`src/rtl/shift_seq.sv`:
```
// Multi-cycle shift/rotate sequencer: one single-position step per clock until the amount is used up.
// Optional feature macro SHIFT_SEQ_OVF_EN enables SL overflow tracking; without it ovf is tied low.
`timescale 1ns/1ps
module shift_seq #(
   parameter int WIDTH = 4,
   parameter int AMT_W = 3
) (
   input  logic             clk,
   input  logic             rst,
   input  logic             start,
   input  logic [2:0]       op,
   input  logic [AMT_W-1:0] amt,
   input  logic [WIDTH-1:0] din,
   output logic             busy,
   output logic             done,
   output logic [WIDTH-1:0] dout,
   output logic             ovf,
   output logic             err
);

   typedef enum logic [1:0] {IDLE, SHIFT, DONE} state_t;

   localparam logic [2:0] OP_ILL = 3'b111;

   state_t           state, state_nxt;
   logic [WIDTH-1:0] d_reg, d_nxt;
   logic [AMT_W-1:0] cnt, cnt_nxt;
   logic [2:0]       opr, opr_nxt;
   logic             err_r, err_nxt;

   function automatic logic [WIDTH-1:0] step(input logic [2:0] o, input logic [WIDTH-1:0] d);
      logic [WIDTH-1:0] r;
      case (o)
         3'b000, 3'b100: r = {d[0], d[WIDTH-1:1]};
         3'b001, 3'b101: r = {d[WIDTH-2:0], d[WIDTH-1]};
         3'b010:         r = {1'b0, d[WIDTH-1:1]};
         3'b110:         r = {d[WIDTH-1], d[WIDTH-1:1]};
         3'b011:         r = {d[WIDTH-2:0], 1'b0};
         default:        r = d;
      endcase
      return r;
   endfunction

   always_comb begin
      state_nxt = state;
      d_nxt     = d_reg;
      cnt_nxt   = cnt;
      opr_nxt   = opr;
      err_nxt   = err_r;
      done      = 1'b0;
      case (state)
         IDLE: begin
            if (start) begin
               d_nxt   = din;
               cnt_nxt = amt;
               opr_nxt = op;
               err_nxt = (op == OP_ILL);
               // Illegal opcode or zero amount skips straight to completion with the operand untouched.
               if (amt == '0 || op == OP_ILL) state_nxt = DONE;
               else                           state_nxt = SHIFT;
            end
         end
         SHIFT: begin
            d_nxt   = step(opr, d_reg);
            cnt_nxt = cnt - AMT_W'(1);
            if (cnt == AMT_W'(1)) state_nxt = DONE;
         end
         DONE: begin
            done      = 1'b1;
            state_nxt = IDLE;
         end
         default: state_nxt = IDLE;
      endcase
   end

   always_ff @(posedge clk or posedge rst) begin
      if (rst) begin
         state <= IDLE;
         d_reg <= '0;
         cnt   <= '0;
         opr   <= '0;
         err_r <= 1'b0;
      end else begin
         state <= state_nxt;
         d_reg <= d_nxt;
         cnt   <= cnt_nxt;
         opr   <= opr_nxt;
         err_r <= err_nxt;
      end
   end

`ifdef SHIFT_SEQ_OVF_EN
   logic ovf_r, ovf_nxt;

   // Sticky across the whole operation: any SL step that pushes out a 1 sets it.
   always_comb begin
      ovf_nxt = ovf_r;
      if (state == IDLE && start)
         ovf_nxt = 1'b0;
      else if (state == SHIFT && opr == 3'b011 && d_reg[WIDTH-1])
         ovf_nxt = 1'b1;
   end

   always_ff @(posedge clk or posedge rst) begin
      if (rst) ovf_r <= 1'b0;
      else     ovf_r <= ovf_nxt;
   end

   assign ovf = ovf_r;
`else
   assign ovf = 1'b0;
`endif

   assign busy = (state != IDLE);
   assign dout = d_reg;
   assign err  = err_r;

endmodule

```
`config.mk`:
```
export PLATFORM = sky130hd
export DESIGN_NAME = shift_seq
export DESIGN_NICKNAME = d
export VERILOG_FILES = /design/src/rtl/shift_seq.sv
export SDC_FILE = /design/constraint.sdc
export NUM_CORES = 1
export LEC_CHECK = 0
export ABC_AREA = 1
export CAP_MARGIN = 25
export CORE_AREA = 2 2 40 42
export DETAILED_ROUTE_END_ITERATION = 12
export DIE_AREA = 0 0 42 44
export DONT_BUFFER_PORTS = 1
export PLACE_DENSITY_LB_ADDON = 0.1
export SETUP_SLACK_MARGIN = 0.5
export SYNTH_ARGS = -nofsm -noshare
export SYNTH_HDL_FRONTEND = slang
export SYNTH_SLANG_ARGS = --single-unit
```
`constraint.sdc`:
```
create_clock -name clk -period 2.2 [get_ports clk]
set_input_delay 0.22 -clock clk [delete_from_list [all_inputs] [get_ports clk]]
set_output_delay 0.22 -clock clk [all_outputs]
set_load 0.05 [all_outputs]
```
-- Word-level counts from Yosys, hierarchy flattened
Cells that the tools add are included.
- bits in registers: 13
- input bits: 13
- $add $sub $neg: 1
- equality and inequality tests: 15
- muxes and demuxes: 10
- reduce and logical (&&, ||, !) cells: 13
- operator list (cell ; count):
    case mux 4 bit (5 select lines) ; 1
    equality test 3 bit (second input constant) ; 4
    case mux 4 bit (2 select lines) ; 1
    equality test 3 x 1 -> 1 bit (second input constant) ; 2
    equality test 3 x 2 -> 1 bit (second input constant) ; 2
    logical NOT 3 bit ; 2
    2-to-1 mux 2 bit ; 3
    inequality test 2 bit (second input constant) ; 3
    inequality test 6 x 1 -> 1 bit (second input constant) ; 1
    case mux 3 bit (2 select lines) ; 1
    AND reduction 2 bit ; 3
    inequality test 5 x 1 -> 1 bit (second input constant) ; 1
    2-to-1 mux 4 bit ; 1
    case mux 2 bit (2 select lines) ; 1
    AND reduction 4 bit ; 1
    nonzero test 2 bit ; 2
    OR reduction 2 bit ; 2
    2-to-1 mux 3 bit ; 1
    AND reduction 3 bit ; 1
    subtractor 3 x 1 -> 3 bit (second input constant) ; 1
    equality test 2 x 1 -> 1 bit (second input constant) ; 1
    equality test 2 bit (second input constant) ; 1
    logical NOT 2 bit ; 1
    logical OR 1 bit ; 1
    2-to-1 mux 1 bit ; 1

-- Longest topological paths before layout
Gate-level depths: netlist of the first run.
- depth after elaboration: 5
- gate-level depth with buffers: 7

-- Least setup slack after synthesis of the first run
OpenSTA, ideal clock, no wires.
- kind: reg-to-output
- start: register state[0]
- end: output port done
- arrival time: 1109 ps
- data required time: 1980 ps
- slack: 871 ps
- cell stages (with the launch flop): 2
- path buffers: 0
- cells stage by stage: dfrtp_1 nor2_1
- longest elaborated chain between the ends: 2
- RTL lines (what ; RTL line ; text):
    start: declaration ; 25 ; state_t state, state_nxt;
    start signal: assignment ; 84 ; state <= state_nxt;
    equality test 2 bit ; 51 ; case (state)
    2-to-1 mux 1 bit ; 51 ;
    end: declaration ; 15 ; output logic done,
Every way passes these cells.

-- Worst setup path in the final report of the first run
- start: register state[0]
- end: output port busy
- longest elaborated chain between the ends: 1
- RTL lines (what ; RTL line ; text):
    nonzero test 2 bit ; 114 ; assign busy = (state != IDLE);
    end: declaration ; 14 ; output logic busy,
Every way passes these cells.

==> results of run 1 <==
state kept, by name, indices dropped and copies added, names as in the netlist:
| register | cells |
|---|---|
| state | 2 |
| err | 1 |
| dout | 4 |
| cnt | 3 |
| opr | 3 |
area by class of cell:
class | count | area [um2]
Clock buffer | 4 | 26.3
Fill cell | 150 | 596
Inverter | 13 | 48.8
Multi-Input combinational cell | 79 | 385
Sequential cell | 13 | 325
Tap cell | 16 | 20.0
Timing Repair Buffer | 2 | 17.5
power breakdown:
group / leakage, uW / switching [uW] / internal, uW / total, uW
clock network: 0.0000150 / 75.7 / 70.0 / 146
logic: 0.000274 / 407 / 204 / 610
registers: 0.000157 / 266 / 351 / 618
layer usage:
layer	global-route usage (%)	wire length, um
met5	0	0
met4	5.81	15
met3	5.42	46
met2	26.3	639
met1	25.6	730
timing repair:
action,CTS,global route
setup buffers,0,0
hold buffers,1,0
endpoints found under the hold margin,13,0
worst max-delay path, delay by kind of cell (launching register included):
kind / cells / cell delay (ns)
buffers and inverters: 1 / 0.27
flip-flops: 1 / 0.46
AND/OR/NAND/NOR: 1 / 0.24
logic make-up after synthesis:
| kind of cell | count (synthesis) | share of synthesized area (%) |
|---|---|---|
| AND/OR/NAND/NOR | 61 | 34.4 |
| buffers and inverters | 14 | 7.34 |
| adder cells (fa/ha/maj) | 2 | 3.26 |
| XOR/XNOR | 1 | 1.14 |
| flip-flops | 13 | 42.4 |
| AO/OA/AOI/OAI | 14 | 10.9 |
| other | 1 | 0.489 |
how the worst min path moves through the flow:
stage / from / endpoint / slack (ns)
4_1_cts: start / opr[2]$_DFFE_PP0P_ / 0.09
3_5_place_dp: rst / dout[3]$_DFFE_PP0P_ / 0.17
5_1_grt: start / opr[2]$_DFFE_PP0P_ / 0.08
6_report: op[2] / opr[2]$_DFFE_PP0P_ / 0.09
2_1_floorplan: rst / cnt[0]$_DFFE_PP0P_ / 0.1
3_3_place_gp: rst / dout[2]$_DFFE_PP0P_ / 0.16
per-stage QoR:
stage | area, um2 | hold WS, ns
after global routing | 823 | 0.0836
after detailed placement | 787 | 0.166
after floorplan | 767 | 0.0970
final | 823 | 0.0946
after CTS | 823 | 0.0855
after global placement | 787 | 0.161
layout by cell type, fill, tap and decap left out:
cell           count
o21ai_0            6
conb_1             1
a21oi_1            4
clkbuf_4           3
o21ai_1            2
o211ai_1           1
nand3_1            8
nand3b_1           1
nand2_4            2
o21ai_4            1
nor2_1            13
ha_1               2
nand3_2            1
inv_1             12
clkbuf_1           1
xor2_1             1
inv_2              1
dfrtp_1           13
nand2_1           36
buf_4              1
dlygate4sd3_1      1
==> qor.yml, run 1 <==
grt_usage_pct: 18.0
cp_max_fo: 5
endpoint: "busy"
critical_path.slowest_cell: "dfrtp_1"
max_slew.worst_pin.slew_ns: 0.541
ys_ff_latch: 13
synthFlopType: "dfrtp_1"
final_max_slew_viol_count: 0
cts_tree: "yes"
p_per_area_nw_per_um2: 1670
reg2reg_from: "state[0]$_DFFE_PP0P_"
async_reset_ff_share_pct: 100
wire_per_inst_um: 11.3
finalWorstSetupSlack_ns: 0.743
cts_root_buf: "clkbuf_4"
vias_per_cell: 4.85
peakVddDrop_uv: 712
clock_skew_ns: 0.000728
postRouteAntennaNets: 0
grt_overflow: 0
vias: 616
syn_inst: 106
hold_viol: 0
dieWidth_um: 42
grt_pass1_wl_mm: 2.48
antenna_found_initial: 0
synthTopCellsByArea: "dfrtp_1 (42%), nand2_1 (18%), nor2_1 (6.4%)"
finalPower_uw: 1370
synth_most_common_cell: "nand2_1"
drive_gt1_share_pct: 8.11
yosys-top-cells-count: "nand2_1 (36), dfrtp_1 (13), nor2_1 (13)"
fp-row-count: 14
hold_path.class: "input port to flop"
cts_resized: 0
synth_area_um2: 767
clockBufferDepth: 2
syn_nets: 121
crit_chain: "nor2_1, inv_1"
cap_violations: 0
critPathLaunch: "state[0]$_DFFE_PP0P_"
ios: 21
clock.fmax_mhz: 687
path_class: "flop to output pin"
fin_setup_tns_ns: 0
status: "finished, final reports clean"
path_clk_slew_ns: 0.08
drt_iter0_drc: 10
p_leak_uw: 0.000446
cp.arrival_ns: 1.24
seq_area_frac_synth_pct: 42.4
routed_wl_mm: 1.43
grt_max_degree: 14
dp_slack_ns: 1.02
rsz0062_at_grt: "no"
numCtsBuffers: 3
final.period_utilization_pct: 66.2
synth.distinct_cells: 18
drc: 0
yosysWarningCount: 0
gp_congestion: 0.851
portBuffers: 0
rr_endpoint: "opr[0]$_DFFE_PP0P_"
end_kind: "output pin"
synth_top_area_share_pct: 42.4
fp.dieH_um: 44
finalSetupViolCount: 0
max_stage_delay_ns: 0.46
grt_pass1_vias: 585
regToRegSetupSlack_ns: 1.02
core_um2: 1420
min_period_ns: 1.46
clkLatencyLatePin_ns: 0.26
finish.utilization_pct: 58.0
maxSlewHeadroom_pct: 63.9
required_ns: 1.98
die_area_um2: 1850
avgSynthCellArea_um2: 7.24
reg2regPathDepth: 4
start_kind: "flop"
whs_path_depth: 2
yosysTopAreaCell: "dfrtp_1"
final_nets: 127
cts_sinks: 13
place_hpwl_mm: 1.12
htree_num_levels: 1
synth_edf_count: 0
area.growth.synth_to_final_pct: 7.34
placedCellCount: 122
drt-pass1-iter-count: 4
start_util_pct: 54.1
instances_no_fill: 127
antenna_cells: 0
Note: power is estimated with default switching activity, not from simulation.
==> run 2, diff against run 1 <==
--- a/config.mk
+++ b/config.mk
@@ -5,11 +5,11 @@
 export SDC_FILE = /design/constraint.sdc
 export NUM_CORES = 1
 export LEC_CHECK = 0
-export ABC_AREA = 1
+export ABC_AREA = 0
 export CAP_MARGIN = 25
-export CORE_AREA = 2 2 40 42
+export CORE_AREA = 2 2 42 44
 export DETAILED_ROUTE_END_ITERATION = 12
-export DIE_AREA = 0 0 42 44
+export DIE_AREA = 0 0 44 46
 export DONT_BUFFER_PORTS = 1
 export PLACE_DENSITY_LB_ADDON = 0.1
 export SETUP_SLACK_MARGIN = 0.5
==> constraint.sdc (replaced) <==
create_clock -name clk -period 1.2 [get_ports clk]
set_input_delay 0.12 -clock clk [delete_from_list [all_inputs] [get_ports clk]]
set_output_delay 0.12 -clock clk [all_outputs]
set_load 0.05 [all_outputs]
==> qor.yml, run 2 <==
end_kind: "flop"
dp_slack_ns: -0.0262
cp.arrival_ns: 1.54
synthFlopType: "dfrtp_1"
avgSynthCellArea_um2: 9.89
ios: 21
htree_num_levels: 1
endpoint: "state[0]$_DFFE_PP0P_"
vias: 708
required_ns: 1.41
postRouteAntennaNets: 0
async_reset_ff_share_pct: 100
antenna_found_initial: 0
cp_max_fo: 11
maxSlewHeadroom_pct: 65.2
syn_inst: 82
die_area_um2: 2020
cts_root_buf: "clkbuf_4"
cap_violations: 0
core_um2: 1610
hold_slack_ns: -0.243
routed_wl_mm: 1.86
drc: 0
drive_gt1_share_pct: 47.5
hold_viol: 15
finalSetupViolCount: 14
rsz0062_at_grt: "yes"
synth_top_area_share_pct: 40.1
clkLatencyLatePin_ns: 0.28
gp_congestion: 0.772
cts_sinks: 13
critPathLaunch: "state[0]$_DFFE_PP0P_"
synth_area_um2: 811
seq_area_frac_synth_pct: 40.1
grt_overflow: 0
start_kind: "flop"
max_slew.worst_pin.slew_ns: 0.522
clock.fmax_mhz: 749
rr_endpoint: "state[0]$_DFFE_PP0P_"
synthTopCellsByArea: "dfrtp_1 (40%), mux2_2 (5.6%), a21oi_1 (3.7%)"
synth.distinct_cells: 35
drt-pass1-iter-count: 3
yosysTopAreaCell: "dfrtp_1"
p_leak_uw: 0.000494
portBuffers: 0
status: "finished with violations"
peakVddDrop_uv: 1620
clock_skew_ns: 0.00350
final_nets: 117
finalWorstSetupSlack_ns: -0.135
numCtsBuffers: 3
synth_edf_count: 0
instances_no_fill: 118
final_max_slew_viol_count: 0
wire_per_inst_um: 15.8
final.period_utilization_pct: 111
p_per_area_nw_per_um2: 3090
yosysWarningCount: 0
final_common_cell: "buf_4"
final_cell_mix: "buf_4 (11), inv_1 (7), dfrtp_1 (7)"
yosys-top-cells-count: "dfrtp_1 (13), inv_1 (8), a21oi_1 (6)"
synth_most_common_cell: "dfrtp_1"
regToRegSetupSlack_ns: -0.13
path_class: "flop to flop"
placedCellCount: 104
grt_max_degree: 14
largest_reg_flops: 4
reg2regPathDepth: 5
antenna_cells: 0
cts_tree: "yes"
hold_path.class: "input port to async pin"
fp.dieH_um: 46
place_hpwl_mm: 1.34
reg2reg_from: "state[0]$_DFFE_PP0P_"
dieWidth_um: 44
fill_cells: 120
drt_iter0_drc: 7
grt_pass1_wl_mm: 3.19
syn_nets: 97
min_period_ns: 1.33
grt_pass1_vias: 719
clockBufferDepth: 2
violations: "negative hold slack, negative setup slack"
path_clk_slew_ns: 0.08
start_util_pct: 50.2
area.growth.synth_to_final_pct: 38.9
grt_usage_pct: 21.9
fp-row-count: 15
vias_per_cell: 6.00
ys_ff_latch: 13
==> run 2: cell types whose count changed after synthesis, sizes merged, moves of 4 or more <==
cell   before  now
o21ai       9    5
buf         1    5
nor2       13    2
inv        13    8
nand2      38    3
mux2        0    4
nand3       9    1
==> run 2: worst min path at each step <==
stage,from,end,slack [ns],depth (start not counted)
floorplan,rst,cnt[0]$_DFFE_PP0P_,-0.003,1
global placement,rst,cnt[0]$_DFFE_PP0P_,0.07,1
detailed placement,rst,opr[2]$_DFFE_PP0P_,0.07,1
CTS,rst,cnt[2]$_DFFE_PP0P_,-0.23,1
global route,rst,cnt[1]$_DFFE_PP0P_,-0.21,1
finish,rst,cnt[1]$_DFFE_PP0P_,-0.24,1
==> run 2: cells by family (layout without fill, tap and decap cells) <==
| family | count (synthesis) | after routing | share of synthesized area, % |
|---|---|---|---|
| AO/OA/AOI/OAI | 24 | 24 | 21.6 |
| AND/OR/NAND/NOR | 23 | 23 | 19.3 |
| flip-flops | 13 | 13 | 40.1 |
| buffers and inverters | 13 | 32 | 7.41 |
| multiplexers | 6 | 6 | 8.02 |
| adder cells (fa/ha/maj) | 2 | 2 | 3.09 |
| other | 1 | 1 | 0.463 |
==> run 2: worst max-delay path, cell delays in order (launching register included) <==
cell and delay [ns]:
dfrtp_1 0.40, buf_12 0.15, buf_4 0.15, nor2b_4 0.10, or3b_1 0.35, a21oi_1 0.12
==> run 2: through the flow <==
step / TNS (ns) / area [um2] / total power (uW) / util (%)
global route: -1.53 / 1130 / 3720 / 69.8
detailed placement: -0.0871 / 947 / 2730 / 58.7
CTS: -0.742 / 1110 / 3410 / 68.6
finish: -0.875 / 1130 / 3480 / 69.8
floorplan: 0 / 875 / 2250 / -
global placement: -0.00728 / 947 / 2690 / 58.7
==> run 2: final cells by class <==
type / instances / area, um2 / share of cell area [%]
inverters: 8 / 30.0 / 2.67
multi-input cells: 56 / 495 / 44.0
repair buffers: 20 / 220 / 19.6
well taps: 17 / 21.3 / 1.89
flip-flops and latches: 13 / 333 / 29.6
clock buffers: 4 / 26.3 / 2.33
==> run 2: repair_timing <==
action                                  CTS  global route
buffers inserted                          9             1
gates resized for setup                  17             3
pin swaps                                 3             3
hold endpoints to repair                 16            16
endpoints found under the setup margin   20            20
==> run 2: metal layers <==
metal	global-route usage (%)	wire, um	vias to the layer above
li1	-	-	338
met5	0	0	-
met4	9.09	22	0
met2	39.1	1000	13
met3	3.57	51	4
met1	26.0	783	353
==> run 2: power breakdown <==
| part | switching, uW | internal [uW] |
|---|---|---|
| Clock | 147 | 129 |
| Sequential | 253 | 665 |
| Combinational | 1100 | 1190 |
| Total | 1500 | 1980 |
==> run 3, diff against run 2 <==
--- a/config.mk
+++ b/config.mk
@@ -12,6 +12,7 @@
 export DIE_AREA = 0 0 44 46
 export DONT_BUFFER_PORTS = 1
 export PLACE_DENSITY_LB_ADDON = 0.1
+export RECOVER_POWER = 100
 export SETUP_SLACK_MARGIN = 0.5
 export SYNTH_ARGS = -nofsm -noshare
 export SYNTH_HDL_FRONTEND = slang
==> qor.yml, run 3 (synthesis gave the netlist of run 2 again) <==
required_ns: 1.41
start_util_pct: 50.2
dpl_cell_area_um2: 947
wire_per_inst_um: 15.9
numCtsBuffers: 3
reg2regPathDepth: 5
cap_violations: 0
peakVddDrop_uv: 1620
cp.arrival_ns: 1.54
grt_pass1_wl_mm: 3.19
max_slew.worst_pin.slew_ns: 0.522
regToRegSetupSlack_ns: -0.13
vias_per_cell: 6.00
cts_sinks: 13
clock.fmax_mhz: 749
grt_usage_pct: 21.9
min_period_ns: 1.33
path_buf_inv: 2
final_common_cell: "buf_4"
rr_endpoint: "state[0]$_DFFE_PP0P_"
path_class: "flop to flop"
finish.utilization_pct: 67.2
grt_pass1_vias: 719
cts_root_buf: "clkbuf_4"
critical_path.slowest_cell: "dfrtp_1"
grt_max_degree: 14
finalWorstSetupSlack_ns: -0.135
rsz0062_at_grt: "yes"
status: "finished with violations"
fp.dieH_um: 46
p_leak_uw: 0.000484
hold_viol: 15
clkLatencyLatePin_ns: 0.28
grt_overflow: 0
dieWidth_um: 44
maxSlewHeadroom_pct: 65.2
final_max_slew_viol_count: 0
fill_cells: 125
area.growth.synth_to_final_pct: 33.8
dp_slack_ns: -0.0262
final_cell_mix: "buf_4 (11), dfrtp_1 (8), inv_1 (7)"
gp_congestion: 0.772
critical_path.top_delay_family: "simple AND/OR/NAND/NOR gates"
clockBufferDepth: 2
hold_slack_ns: -0.243
htree_num_levels: 1
p_per_area_nw_per_um2: 3080
portBuffers: 0
vias: 708
ios: 21
start_kind: "flop"
reg2reg_from: "state[0]$_DFFE_PP0P_"
clock_skew_ns: 0.00350
drc: 0
path_clk_slew_ns: 0.08
core_um2: 1610
cts_tree: "yes"
routed_wl_mm: 1.87
fp-row-count: 15
crit_chain: "buf_12, buf_4, nor2b_4, or3b_1, a21oi_1"
place_hpwl_mm: 1.34
postRouteAntennaNets: 0
end_kind: "flop"
largest_reg_flops: 4
final_area_um2: 1080
drt-pass1-iter-count: 3
antenna_cells: 0
die_area_um2: 2020
antenna_found_initial: 0
final_nets: 117
drive_gt1_share_pct: 46.5
violations: "negative hold slack, negative setup slack"
drt_iter0_drc: 7
final.period_utilization_pct: 111
max_stage_delay_ns: 0.40
finalSetupViolCount: 14
cp_max_fo: 11
hold_path.class: "input port to async pin"
run 3: timing repair:
item	CTS	global route
buffers inserted	9	1
gates cloned	0	0
endpoints found under the hold margin	16	16
setup endpoints to repair	20	20
pin swaps	3	3
resized for setup	17	3
run 3: per-layer routing:
metal	GRT usage (%)	wire length [um]	up-vias
met5	0	0	-
met4	9.09	22	0
met3	3.57	62	4
met2	39.1	1000	13
met1	26.0	785	353
li1	-	-	338
run 3: how the worst max path moves through the flow:
| stage | end | cells after the start | slack, ns | from |
|---|---|---|---|---|
| 3_3_place_gp | state[0]$_DFFE_PP0P_ | 4 | -0.007 | state[0]$_DFFE_PP0P_ |
| 2_1_floorplan | dout[1]$_DFFE_PP0P_ | 3 | 0.06 | state[1]$_DFFE_PP0P_ |
| 3_5_place_dp | state[0]$_DFFE_PP0P_ | 4 | -0.03 | state[0]$_DFFE_PP0P_ |
| 6_report | state[0]$_DFFE_PP0P_ | 5 | -0.13 | state[0]$_DFFE_PP0P_ |
| 5_1_grt | dout[1]$_DFFE_PP0P_ | 5 | -0.19 | state[0]$_DFFE_PP0P_ |
| 4_1_cts | state[0]$_DFFE_PP0P_ | 5 | -0.12 | state[0]$_DFFE_PP0P_ |
run 3: through the flow:
stage	std cells	TNS (ns)	total power [uW]
6_report	118	-0.871	3340
5_1_grt	118	-1.53	3580
4_1_cts	117	-0.742	3410
3_5_place_dp	104	-0.0871	2730
3_3_place_gp	104	-0.00728	2690
2_1_floorplan	82	0	2250
run 3: layout make-up:
type                       instances  area, um2  area share, %
multi-input combinational         56        495           45.7
inverter                           8       30.0           2.77
sequential                        13        332           30.6
tap                               17       21.3           1.96
clock buffer                       4       26.3           2.42
timing repair buffer              20        180           16.6
run 3: where the power goes:
| group | switching, uW | leakage, uW | total [uW] | internal [uW] |
|---|---|---|---|---|
| combinational | 1100 | 0.000319 | 2170 | 1070 |
| clock | 147 | 0.0000150 | 276 | 129 |
| sequential | 231 | 0.000149 | 891 | 660 |
| total | 1480 | 0.000484 | 3340 | 1860 |
